## src/rtl/instr_encoder_stream.sv

```systemverilog
// ============================================================================
// instr_encoder_stream
// ----------------------------------------------------------------------------
// Packs RISC-V RV32I instruction fields into 32-bit instruction words. It is
// the inverse of the instruction-field decoder. Field sets arrive on a
// valid/ready stream. Each packed word leaves through a single registered
// valid/ready stage and carries a sequential instruction-memory byte address.
// Consumers are the instruction-memory loader and the self-test program
// generator.
//
// Parameters:
//   BASE_ADDR  byte address given to the first word after reset or clear
//   DEPTH      number of words accepted before the block reports full (>= 1)
//
// Ports:
//   clk        rising-edge clock
//   rst_n      asynchronous active-low reset
//   clear      synchronous restart: index to 0, drop pending word, leave FULL
//   in_valid   a field set is present
//   in_ready   the field set is taken when in_valid && in_ready
//   in_fmt     0=R 1=I 2=S 3=B 4=U 5=J; 6 and 7 are illegal
//   in_opcode  opcode field
//   in_funct3  funct3 field
//   in_funct7  funct7 field (R format only)
//   in_rd      destination register
//   in_rs1     source register 1
//   in_rs2     source register 2
//   in_imm     immediate as a full signed byte value (U: upper 20 bits)
//   out_valid  an encoded word is present
//   out_ready  the consumer takes the word when out_valid && out_ready
//   out_word   encoded instruction word
//   out_addr   BASE_ADDR + 4*index, captured when the word was accepted
//   out_err    the field set was out of range or the format was illegal
//   full       DEPTH words were accepted since the last reset or clear
// ============================================================================
module instr_encoder_stream #(
    parameter logic [31:0] BASE_ADDR = 32'h0000_0000,
    parameter int unsigned DEPTH     = 1024
) (
    input  logic        clk,
    input  logic        rst_n,
    input  logic        clear,
    input  logic        in_valid,
    output logic        in_ready,
    input  logic [2:0]  in_fmt,
    input  logic [6:0]  in_opcode,
    input  logic [2:0]  in_funct3,
    input  logic [6:0]  in_funct7,
    input  logic [4:0]  in_rd,
    input  logic [4:0]  in_rs1,
    input  logic [4:0]  in_rs2,
    input  logic [31:0] in_imm,
    output logic        out_valid,
    input  logic        out_ready,
    output logic [31:0] out_word,
    output logic [31:0] out_addr,
    output logic        out_err,
    output logic        full
);

    // Format codes carried on in_fmt.
    localparam logic [2:0] FMT_R = 3'd0;
    localparam logic [2:0] FMT_I = 3'd1;
    localparam logic [2:0] FMT_S = 3'd2;
    localparam logic [2:0] FMT_B = 3'd3;
    localparam logic [2:0] FMT_U = 3'd4;
    localparam logic [2:0] FMT_J = 3'd5;

    // addi x0, x0, 0. This word is emitted for an illegal format code.
    localparam logic [31:0] NOP_WORD = 32'h0000_0013;

    // The word accepted at this index is the DEPTH-th one.
    localparam logic [31:0] LAST_INDEX = 32'(DEPTH - 1);

    typedef enum logic {
        ST_LOAD,
        ST_FULL
    } state_t;

    state_t      state;
    state_t      state_next;

    logic [31:0] index;
    logic        accept;
    logic [31:0] packed_word;
    logic        packed_err;

    assign accept = in_valid && in_ready;

    // Packing and range checking. The checks only raise out_err. The word is
    // always packed from the truncated fields, so that the error path and the
    // normal path share one mux.
    always_comb begin
        packed_word = NOP_WORD;
        packed_err  = 1'b1;
        case (in_fmt)
            FMT_R: begin
                packed_word = {in_funct7, in_rs2, in_rs1, in_funct3, in_rd, in_opcode};
                packed_err  = 1'b0;
            end
            FMT_I: begin
                packed_word = {in_imm[11:0], in_rs1, in_funct3, in_rd, in_opcode};
                packed_err  = (in_imm != {{20{in_imm[11]}}, in_imm[11:0]});
            end
            FMT_S: begin
                packed_word = {in_imm[11:5], in_rs2, in_rs1, in_funct3,
                               in_imm[4:0], in_opcode};
                packed_err  = (in_imm != {{20{in_imm[11]}}, in_imm[11:0]});
            end
            FMT_B: begin
                // Branch offsets are halfword-aligned, so an odd offset
                // cannot be encoded.
                packed_word = {in_imm[12], in_imm[10:5], in_rs2, in_rs1, in_funct3,
                               in_imm[4:1], in_imm[11], in_opcode};
                packed_err  = (in_imm != {{19{in_imm[12]}}, in_imm[12:0]}) || in_imm[0];
            end
            FMT_U: begin
                packed_word = {in_imm[31:12], in_rd, in_opcode};
                packed_err  = (in_imm[11:0] != 12'd0);
            end
            FMT_J: begin
                packed_word = {in_imm[20], in_imm[10:1], in_imm[11], in_imm[19:12],
                               in_rd, in_opcode};
                packed_err  = (in_imm != {{11{in_imm[20]}}, in_imm[20:0]}) || in_imm[0];
            end
            default: begin
                packed_word = NOP_WORD;
                packed_err  = 1'b1;
            end
        endcase
    end

    // State register.
    always_ff @(posedge clk or negedge rst_n) begin
        if (!rst_n) begin
            state <= ST_LOAD;
        end else begin
            state <= state_next;
        end
    end

    // Next-state logic. The block enters FULL on the edge that accepts the
    // DEPTH-th word. Only clear (or reset) brings it back to LOAD.
    always_comb begin
        state_next = state;
        if (clear) begin
            state_next = ST_LOAD;
        end else if ((state == ST_LOAD) && accept && (index == LAST_INDEX)) begin
            state_next = ST_FULL;
        end
    end

    // Outputs decoded from the state. The single output register may take a
    // new word on the same edge the old one leaves, so a continuous stream
    // runs without bubbles.
    always_comb begin
        in_ready = (state == ST_LOAD) && !clear && (!out_valid || out_ready);
        full     = (state == ST_FULL);
    end

    // Output register and address index. The address is captured at
    // acceptance from the index at that time. A stalled word therefore keeps
    // its address even though the index already points past it. Clear
    // discards a pending word outright. The consumer never sees it.
    always_ff @(posedge clk or negedge rst_n) begin
        if (!rst_n) begin
            out_valid <= 1'b0;
            out_word  <= 32'd0;
            out_addr  <= BASE_ADDR;
            out_err   <= 1'b0;
            index     <= 32'd0;
        end else if (clear) begin
            out_valid <= 1'b0;
            index     <= 32'd0;
        end else if (accept) begin
            out_valid <= 1'b1;
            out_word  <= packed_word;
            out_err   <= packed_err;
            out_addr  <= BASE_ADDR + (index << 2);
            index     <= index + 32'd1;
        end else if (out_ready) begin
            out_valid <= 1'b0;
        end
    end

endmodule

```

## config.mk

```make
export PLATFORM = sky130hd
export DESIGN_NAME = instr_encoder_stream
export DESIGN_NICKNAME = d
export VERILOG_FILES = /design/src/rtl/instr_encoder_stream.sv
export SDC_FILE = /design/constraint.sdc
export NUM_CORES = 1
export LEC_CHECK = 0
export BUFFER_PORTS_ARGS = -buffer_cell sky130_fd_sc_hd__buf_2
export CAP_MARGIN = 30
export CELL_PAD_IN_SITES_DETAIL_PLACEMENT = 1
export CELL_PAD_IN_SITES_GLOBAL_PLACEMENT = 1
export CORE_MARGIN = 5
export CORE_UTILIZATION = 40
export CTS_BUF_LIST = sky130_fd_sc_hd__clkbuf_2
export DETAILED_ROUTE_END_ITERATION = 7
export PLACE_DENSITY = 0.87
export SLEW_MARGIN = 20
export SYNTH_ARGS = -nofsm -noshare
export SYNTH_HDL_FRONTEND = slang
export SYNTH_SLANG_ARGS = --single-unit
```

## constraint.sdc

```tcl
create_clock -name clk -period 2.6 [get_ports clk]
set_input_delay 0.26 -clock clk [delete_from_list [all_inputs] [get_ports clk]]
set_output_delay 0.26 -clock clk [all_outputs]
set_load 0.01 [all_outputs]
```

==> flow_summary_export.csv <==
group,metric,value,unit
global_route,grt_pass1_wl,28500,microns
logic_synthesis,netlist_instances,557,
layout,fill_cells,1469,
route,via_per_inst,5.74,
worst_setup_path,slowest_stage,"dlygate4sd3_1",
sta,fin_crit,2520,ps
logic_synthesis,synth.avg_cell_area,8.71,sq um
worst_setup_path,cp_cell_sequence,"nor2_1 -> nand3_2 -> buf_4 -> a221oi_1 -> dlygate4sd3_1 -> nor2_1",
layout,final_cells,877,
worst_setup_path,cp.required,3090,ps
worst_setup_path,cpPeakStageDelay,670,ps
worst_setup_path,regToRegEndpoint,"out_word[18]$_DFFE_PN0P_",
placed_design,post-dp-hpwl,11200,microns
worst_setup_path,rr_startpoint,"full$_DFFE_PN0P_",
worst_setup_path,reg2reg_slack,80,ps
logic_synthesis,synth_edf_count,0,
floorplanning,core,12000,sq um
sta,finalSetupViolCount,0,
logic_synthesis,synth_common_cells,"nand2_1 (129), dfrtp_1 (97), nor2_1 (65)",
logic_synthesis,ys_ff_latch,97,
placed_design,io_buffer_count,137,
worst_setup_path,critPathMostFrequentCell,"nor2_1",
route,first_iter_violations,236,
clocking,cts.path.max_buffers,2,
global_route,grt_pass1_vias,5407,
layout,nNetsFinal,797,
route,drt-total-wl,17400,microns
worst_setup_path,cp.arrival,3010,ps
logic_synthesis,netlist.area_leader.share,50.0,%
route,ant_nets,0,
pwr,power,0.00298,W
clocking,clk_pin_slew,280,ps
logic_synthesis,synth.cell_area,4850,sq um
global_route,track_usage,24.8,%
route,vias,5032,
layout,syn_to_final_growth,28.1,%
layout,drive_above_1_share,23.6,%
worst_setup_path,crit_fanout,65,
floorplanning,die-width,120,microns
worst_setup_path,cp-end-kind,"register",
logic_synthesis,ys_seq_area_share,50.0,%
sta,clock_skew,37.4,ps
placed_design,place_inst,817,
logic_synthesis,yosysWarningCount,0,
clocking,cts_tree,"built",
placed_design,place.gp.congestion,0.979,
logic_synthesis,synth.most_common_cell,"nand2_1",
worst_setup_path,worstSetupPathType,"reg2reg",
worst_setup_path,worstSetupStartpoint,"full$_DFFE_PN0P_",
route,wl_per_cell,19.9,microns
floorplanning,start_util,40.6,%
worst_setup_path,worstRegToRegCells,6,
global_route,overflow,0,
route,firstDrtPassIters,4,
sta,max_freq,397,MHz
logic_synthesis,synth_area_leaders,"dfrtp_1 (50%), nand2_1 (10%), nor2_1 (5.0%)",
outcome,outcome,"finished, final reports clean",
clocking,cts_resized,0,
logic_synthesis,yosys_most_used_dff,"dfrtp_1",
floorplanning,rows,40,
sta,relSlewSlack,49.1,%
clocking,cts-htree-levels,3,
pwr,power_density,480,nW/um^2
sta,slew_viol_final,0,
sta,worst_slew_pin_slew,763,ps
sta,fin_setup_tns,0,ps
sta,hold_viol,0,
clocking,cts-root-buf,"clkbuf_2",
worst_setup_path,critPathBufInv,2,
clocking,numCtsBuffers,9,
floorplanning,io_pins,140,
global_route,antenna_found_initial,1,
floorplanning,die_area,14400,sq um
sta,fin_crit_sh,97.0,%
worst_setup_path,cp_top_family,"buffers and inverters",
worst_setup_path,cp.depth,6,
sta,rsz0062_at_grt,"false",
worst_hold_path,hold_path.class,"in2reg",
route,drc,0,
logic_synthesis,synth-async-reset-ratio,100,%
logic_synthesis,yosysTopAreaCell,"dfrtp_1",
clocking,clk_latency,580,ps
worst_setup_path,endpoint,"out_word[18]$_DFFE_PN0P_",
pwr,ir_drop,0.229,mV
pwr,leakagePower,3.06,nW
run,maxCapViolCount,0,
clocking,cts.sinks,97,
floorplanning,die_h,120,microns
worst_setup_path,start_kind,"register",
global_route,grt_max_degree,66,
logic_synthesis,synth_cell_types,43,
==> power breakdown <==
part           internal (W)  switching (W)  total, W
logic              0.000227       0.000343  0.000570
registers           0.00160      0.0000550   0.00165
clock network      0.000223       0.000537  0.000760
total               0.00205       0.000934   0.00298
==> metal layers <==
| metal | global-route usage [%] | vias to the layer above | routed length, microns |
|---|---|---|---|
| met5 | 0 | - | 0 |
| met4 | 10.2 | 0 | 563 |
| met3 | 6.31 | 57 | 1310 |
| met2 | 43.3 | 224 | 8820 |
| met1 | 28.9 | 2465 | 6750 |
| li1 | - | 2286 | - |
==> kinds of logic after synthesis <==
kind of cell	after synthesis	share of synthesized area [%]
AOI/OAI and AO/OA	94	12.6
xor gates and xnor gates	11	1.98
adders and majority gates	1	0.258
buffers and inverters	42	3.51
DFF	97	50.0
muxes	15	3.17
other	1	0.0773
and+or+nand+nor	296	28.4
==> worst min-delay path, stage by stage <==
cell	delay, ps
buf_2	150
a221oi_1	100
nor2_1	110
==> registers in the layout, indices dropped and copies added (netlist names) <==
name and count:
out_valid 1, out_err 1, full 1, index 32
out_addr 30, out_word 32
==> worst min-delay path by stage <==
| stage | endpoint | startpoint | slack [ps] | depth (start not counted) |
|---|---|---|---|---|
| final | out_word[10]$_DFFE_PN0P_ | in_imm[3] | 60 | 3 |
| after global routing | out_word[10]$_DFFE_PN0P_ | in_imm[3] | 10 | 3 |
| after CTS | out_word[10]$_DFFE_PN0P_ | in_imm[3] | 0.2 | 3 |
| after detailed placement | out_addr[23]$_DFFE_PN0P_ | rst_n | 390 | 1 |
| after global placement | out_addr[23]$_DFFE_PN0P_ | rst_n | 370 | 1 |
| after floorplan | full$_DFFE_PN0P_ | rst_n | -40 | 0 |
==> placed cells by master (no fill, tap or decap), types with 9 or more instances in the layout <==
cell type / synthesis / final
nand2_1: 129 / 129
or4_1: 11 / 11
o21ai_0: 29 / 29
mux2i_1: 12 / 12
clkbuf_2: 0 / 9
nor3_1: 11 / 11
dlygate4sd3_1: 0 / 43
nor2_1: 65 / 65
a221oi_1: 20 / 20
nor4_1: 14 / 14
buf_4: 3 / 12
a21oi_1: 21 / 21
buf_2: 1 / 136
o31ai_1: 10 / 10
nand4_1: 10 / 10
nand3_1: 19 / 18
dfrtp_1: 97 / 97
==> final cells by class <==
| class | instances | area [sq um] | area share, % |
|---|---|---|---|
| diodes | 1 | 2.50 | 0.0402 |
| multi-input cells | 419 | 2270 | 36.4 |
| repair buffers | 191 | 1200 | 19.3 |
| clock inverters | 7 | 68.8 | 1.11 |
| well taps | 147 | 184 | 2.96 |
| inverters | 6 | 22.5 | 0.362 |
| flip-flops and latches | 97 | 2430 | 39.0 |
| clock buffers | 9 | 45.0 | 0.724 |
==> repair_timing <==
action / 4_1_cts / 5_1_grt
setup buffers: 0 / 0
hold endpoints to repair: 88 / 0
hold buffers: 43 / 0
==> per-stage QoR <==
stage	util, %	setup slack (ps)	hold slack, ps	area (sq um)
floorplan	-	601	-35.6	4860
global placement	47.4	416	369	5670
detailed placement	47.4	363	387	5670
CTS	52.0	318	0.236	6210
global route	52.0	21.2	12.0	6220
finish	52.0	78.4	57.8	6220
Note: power is estimated with default switching activity, not from simulation.
